### src/rtl/fifo_wr_arbiter.sv
// Round-robin write arbiter: several valid/ready producers share one FIFO
// write port. The winning beat is registered onto wr_en/data_in. A grant may
// hold the port for up to MAX_BURST consecutive beats. Writes are throttled on
// full/almostfull so the FIFO cannot overflow.
module fifo_wr_arbiter #(
    parameter int FIFO_WIDTH = 16,
    parameter int NUM_REQ    = 4,
    parameter int MAX_BURST  = 4
) (
    input  logic                          clk,
    input  logic                          rst,
    input  logic [NUM_REQ-1:0]            req_valid,
    input  logic [NUM_REQ*FIFO_WIDTH-1:0] req_data,
    output logic [NUM_REQ-1:0]            req_ready,
    input  logic                          fifo_full,
    input  logic                          fifo_almostfull,
    input  logic                          fifo_overflow,
    output logic                          wr_en,
    output logic [FIFO_WIDTH-1:0]         data_in,
    output logic [$clog2(NUM_REQ)-1:0]    grant_id,
    output logic                          err_overflow
);

    localparam int GW = $clog2(NUM_REQ);
    localparam int CW = $clog2(MAX_BURST + 1);
    localparam logic [CW-1:0] MAX_CNT = CW'(MAX_BURST);

    typedef enum logic {
        ARB,
        BURST
    } state_t;

    state_t          state_q;
    state_t          state_nx;
    logic [CW-1:0]   burst_cnt;
    logic [CW-1:0]   burst_nx;
    logic [GW-1:0]   last_grant;
    logic            space_ok;
    logic            accept;
    logic [GW-1:0]   sel;
    logic            arb_found;
    logic [GW-1:0]   arb_winner;
    logic            found_hi;
    logic [GW-1:0]   win_hi;
    logic [GW-1:0]   win_lo;

    // A beat already sitting on wr_en takes the last free slot when almostfull.
    assign space_ok = !fifo_full && !(fifo_almostfull && wr_en);

    // Round-robin search: lowest valid index above last_grant, otherwise wrap
    // to the lowest valid index overall.
    always_comb begin
        // NOTE: every variable gets a default before any branch, so no latch is inferred.
        found_hi = 1'b0;
        arb_found = 1'b0;
        win_hi = '0;
        win_lo = '0;
        for (int i = NUM_REQ - 1; i >= 0; i--) begin
            if (req_valid[i]) begin
                if (GW'(i) > last_grant) begin
                    win_hi = GW'(i);
                    found_hi = 1'b1;
                end
                win_lo = GW'(i);
                arb_found = 1'b1;
            end
        end
        arb_winner = found_hi ? win_hi : win_lo;
    end

    // Next-state, beat acceptance and the one-hot ready for the selected requester.
    always_comb begin
        state_nx = state_q;
        burst_nx = burst_cnt;
        accept = 1'b0;
        sel = grant_id;
        req_ready = '0;
        case (state_q)
            ARB: begin
                if (space_ok && arb_found) begin
                    accept = 1'b1;
                    sel = arb_winner;
                    burst_nx = CW'(1);
                    if (MAX_BURST > 1) begin
                        state_nx = BURST;
                    end
                end
            end
            BURST: begin
                if (!req_valid[grant_id]) begin
                    // Owner went idle: release the grant, no beat this cycle.
                    state_nx = ARB;
                end else if (burst_cnt >= MAX_CNT) begin
                    state_nx = ARB;
                end else if (space_ok) begin
                    accept = 1'b1;
                    burst_nx = burst_cnt + CW'(1);
                    if (burst_nx == MAX_CNT) begin
                        state_nx = ARB;
                    end
                end
                // !space_ok: stall with grant and burst_cnt kept.
            end
            default: state_nx = ARB;
        endcase
        // Nothing is handed over while reset is held.
        if (accept && !rst) begin
            req_ready[sel] = 1'b1;
        end
    end

    // FSM state register, burst length and round-robin pointer.
    always_ff @(posedge clk) begin
        // NOTE: sequential state uses non-blocking assignments so every flop samples pre-edge values.
        if (rst) begin
            state_q <= ARB;
            burst_cnt <= '0;
            last_grant <= GW'(NUM_REQ - 1);
        end else begin
            state_q <= state_nx;
            burst_cnt <= burst_nx;
            if (accept && state_q == ARB) begin
                last_grant <= sel;
            end
        end
    end

    // Registered FIFO write interface: an accepted beat appears one cycle later.
    always_ff @(posedge clk) begin
        if (rst) begin
            wr_en <= 1'b0;
            data_in <= '0;
            grant_id <= '0;
        end else begin
            wr_en <= accept;
            if (accept) begin
                data_in <= req_data[sel*FIFO_WIDTH +: FIFO_WIDTH];
                grant_id <= sel;
            end
        end
    end

    // Sticky overflow error, cleared only by reset.
    always_ff @(posedge clk) begin
        if (rst) begin
            err_overflow <= 1'b0;
        end else if (fifo_overflow) begin
            err_overflow <= 1'b1;
        end
    end

endmodule

### config.mk
export PLATFORM = sky130hd
export DESIGN_NAME = fifo_wr_arbiter
export DESIGN_NICKNAME = d
export VERILOG_FILES = /design/src/rtl/fifo_wr_arbiter.sv
export SDC_FILE = /design/constraint.sdc
export NUM_CORES = 1
export LEC_CHECK = 0
export ABC_CLOCK_PERIOD_IN_PS = 3700
export BUFFER_PORTS_ARGS = -buffer_cell sky130_fd_sc_hd__clkbuf_2
export CAP_MARGIN = 20
export CORE_MARGIN = 1
export CORE_UTILIZATION = 40
export DETAILED_ROUTE_END_ITERATION = 6
export HOLD_SLACK_MARGIN = 0.03
export MAX_ROUTING_LAYER = met4
export PLACE_DENSITY = 0.74
export SYNTH_ARGS = -nofsm -noshare
export SYNTH_HDL_FRONTEND = slang
export SYNTH_SLANG_ARGS = --single-unit
### constraint.sdc
create_clock -name clk -period 3.7 [get_ports clk]
set_input_delay 0.37 -clock clk [delete_from_list [all_inputs] [get_ports clk]]
set_output_delay 0.37 -clock clk [all_outputs]
set_load 0.05 [all_outputs]
==> impl_metrics.env <==
export IMPL_wl_per_cell_um=12.64
export IMPL_period_needed_ns=2.889
export IMPL_dp_hpwl_um=2925
export IMPL_crit_family="simple AND/OR/NAND/NOR gates"
export IMPL_syn_area_um2=1665
export IMPL_p_seq_frac=0.397
export IMPL_clock_latency_ns=0.26
export IMPL_clkPwrFrac=0.185
export IMPL_grt_start_max_net_pins=27
export IMPL_r2r_start="wr_en$_SDFF_PP0_"
export IMPL_critPathMaxStageDelay_ns=0.61
export IMPL_worstHoldStart="fifo_overflow"
export IMPL_yosysMostFrequentCell="dfxtp_1"
export IMPL_drtIter0Drc=65
export IMPL_fin_setup_tns_ns=0
export IMPL_ys_top_cells_by_count="26 x dfxtp_1, 20 x nand2_1, 17 x nor2_1"
export IMPL_antenna_cells=0
export IMPL_fill_cells=378
export IMPL_final_area_um2=2166
export IMPL_finClkSkew_ns=0.001633
export IMPL_first_pass_iters=4
export IMPL_grt_pass1_vias=1354
export IMPL_fmax_mhz=346.1
export IMPL_cts_setup_buffers=0
export IMPL_die_area_um2=4426
export IMPL_htree_levels=1
export IMPL_p_sw_w=0.0003188
export IMPL_drive_gt1_frac=0.4905
export IMPL_postSynthAreaPerCell_um2=9.571
export IMPL_die_w_um=66.53
export IMPL_synth_seq_cells=26
export IMPL_synthToLayoutAreaGrowth_pct=30.05
export IMPL_nets=341
export IMPL_numCtsBuffers=3
export IMPL_startpoint_type="register"
export IMPL_hold_violations=0
export IMPL_syn_inst=174
export IMPL_synth_cell_types=43
export IMPL_clock_path_buffers=2
export IMPL_dp_cells=310
export IMPL_grt_ovfl_total=0
export IMPL_tightest_slew_ns=0.9017
export IMPL_synth_area_top_cells="dfxtp_1 31%, mux2_2 6.1%, a2111oi_2 5.4%"
export IMPL_synth_edf_count=0
export IMPL_synth_top_area_share=0.3125
export IMPL_setup_viol=0
export IMPL_crit_path_top_delay_cell="mux2i_4"
export IMPL_async_flop_share=0
export IMPL_arrival_ns=2.52
export IMPL_ys_flop_type="dfxtp_1"
export IMPL_ios=97
export IMPL_fin_crit_sh=0.7808
export IMPL_path_clk_slew_ns=0.08
export IMPL_crit_chain="a21o_1 > or3_1 > mux2i_4 > and3_1 > clkbuf_2"
export IMPL_swShare=0.3851
export IMPL_cts_resized=0
export IMPL_rsz0062_at_grt="no"
export IMPL_maxCapViolations=0
export IMPL_ctsHoldBuffers=0
export IMPL_core_area_um2=4000
export IMPL_ir_drop_mv=0.1822
export IMPL_via_per_inst=5.118
export IMPL_routed_wirelength_um=3956
export IMPL_ys_warn_count=0
export IMPL_place_area_um2=2125
export IMPL_cts_tree="done"
export IMPL_start_util=0.4163
export IMPL_combPwrFrac=0.419
export IMPL_die_height_um=66.53
export IMPL_cts_root_buf="clkbuf_8"
export IMPL_cts_sinks=26
export IMPL_cp_max_fo=19
export IMPL_finalNonFillerCells=313
export IMPL_synth_top_cell_by_area="dfxtp_1"
export IMPL_crit_start="wr_en$_SDFF_PP0_"
export IMPL_antenna_left=0
export IMPL_grt_use_total=0.1857
export IMPL_powerDensity_nw_per_um2=382.2
export IMPL_via_count=1602
export IMPL_syn_nets=250
export IMPL_status="completed"
export IMPL_leakage_nw=1.027
export IMPL_grt_pass1_wl_um=6120
export IMPL_timing_critical_path_buf_inv=1
export IMPL_drv_slew=0
export IMPL_p_int_w=0.0005091
export IMPL_slew_headroom=0.3989
export IMPL_antenna_found_initial=0
export IMPL_crit_type="reg -> out"
export IMPL_required_ns=3.33
export IMPL_rows=23
export IMPL_numPortBuffers=96
export IMPL_ys_seq_area_frac=0.3125
export IMPL_route_detailed_drc=0
export IMPL_hp_class="in -> reg"
export IMPL_gp_congestion=0.8870
export IMPL_cp_end_kind="primary output"
[cells by family (layout without fill, tap and decap cells)]
logic type                 count (synthesis)  in the layout  share of synthesized area
AOI/OAI and AO/OA                         49             49                     0.2787
adders and majority gates                  3              3                    0.02254
buffers and inverters                     14            103                    0.06385
DFF                                       26             26                     0.3125
muxes                                     18             18                     0.1300
and+or+nand+nor                           64             64                     0.1923
[sequential cells by signal (all words and copies together) (netlist names)]
name / count
grant_id: 2
data_in: 16
wr_en: 1
err_overflow: 1
burst_cnt: 3
state_q: 1
last_grant: 2
[power groups by stage]
| stage | logic [W] | clock network, W | registers (W) |
|---|---|---|---|
| floorplan | 0.000187 | 0 | 0.000418 |
| global placement | 0.000345 | 0 | 0.000334 |
| finish | 0.000346 | 0.000153 | 0.000328 |
| global route | 0.000373 | 0.000171 | 0.000332 |
| detailed placement | 0.000348 | 0 | 0.000335 |
| CTS | 0.000349 | 0.000159 | 0.000329 |
[per-stage QoR]
stage            util  hold WS [ns]  total power [W]  worst slack, ns
6_report       0.5414        0.3094        0.0008278           0.8109
5_1_grt        0.5414        0.3465        0.0008770           0.7090
4_1_cts        0.5414        0.3059        0.0008368           0.8268
3_5_place_dp   0.5311        0.4605        0.0006826           0.7803
3_3_place_gp   0.5311        0.4495        0.0006793           0.7850
2_1_floorplan       -        0.4687        0.0006054            1.031
[worst register-to-register path: stages (launching register included)]
cell and delay (ns):
dfxtp_1 0.32, a21o_1 0.22, or3_1 0.54, mux2i_4 0.61, buf_4 0.32, mux2_2 0.35, o22ai_1 0.16, a311oi_2 0.07
[path summary, 6_finish.rpt]
check / slack (ns) / cells past startpoint / to
setup reg to reg: 0.99 / 7 / data_in[15]$_SDFFE_PP0P_
hold reg to reg: 0.48 / 2 / err_overflow$_SDFFE_PP0P_
setup / recovery: 0.81 / 5 / req_ready[1]
hold / removal: 0.31 / 3 / err_overflow$_SDFFE_PP0P_
[placed cells by master (no fill, tap or decap), drive strengths merged, types with 3 or more instances in the layout]
cell / n
mux2: 9
and3: 4
or2: 4
dfxtp: 26
ha: 3
a311oi: 11
a21o: 3
mux2i: 8
a2111oi: 7
o22ai: 9
nor2b: 10
a211oi: 8
o21bai: 3
nor2: 18
nand2: 20
a21oi: 3
clkbuf: 99
[area by class of cell]
class / count / area (um2) / area share
multi-input cells: 134 / 1039 / 0.4795
flip-flops and latches: 26 / 520.5 / 0.2403
repair buffers: 98 / 495.5 / 0.2288
well taps: 50 / 62.56 / 0.02889
clock buffers: 3 / 41.29 / 0.01906
inverters: 2 / 7.507 / 0.003466
[routing by layer]
metal  wire, um  vias to the layer above  GRT usage
met5          0                        -          -
met4         19                        0    0.03989
met3        225                        2    0.02911
met2       1837                       65     0.3253
met1       1874                      704     0.2242
li1           -                      831          -
(Power assumes the default switching activity.)
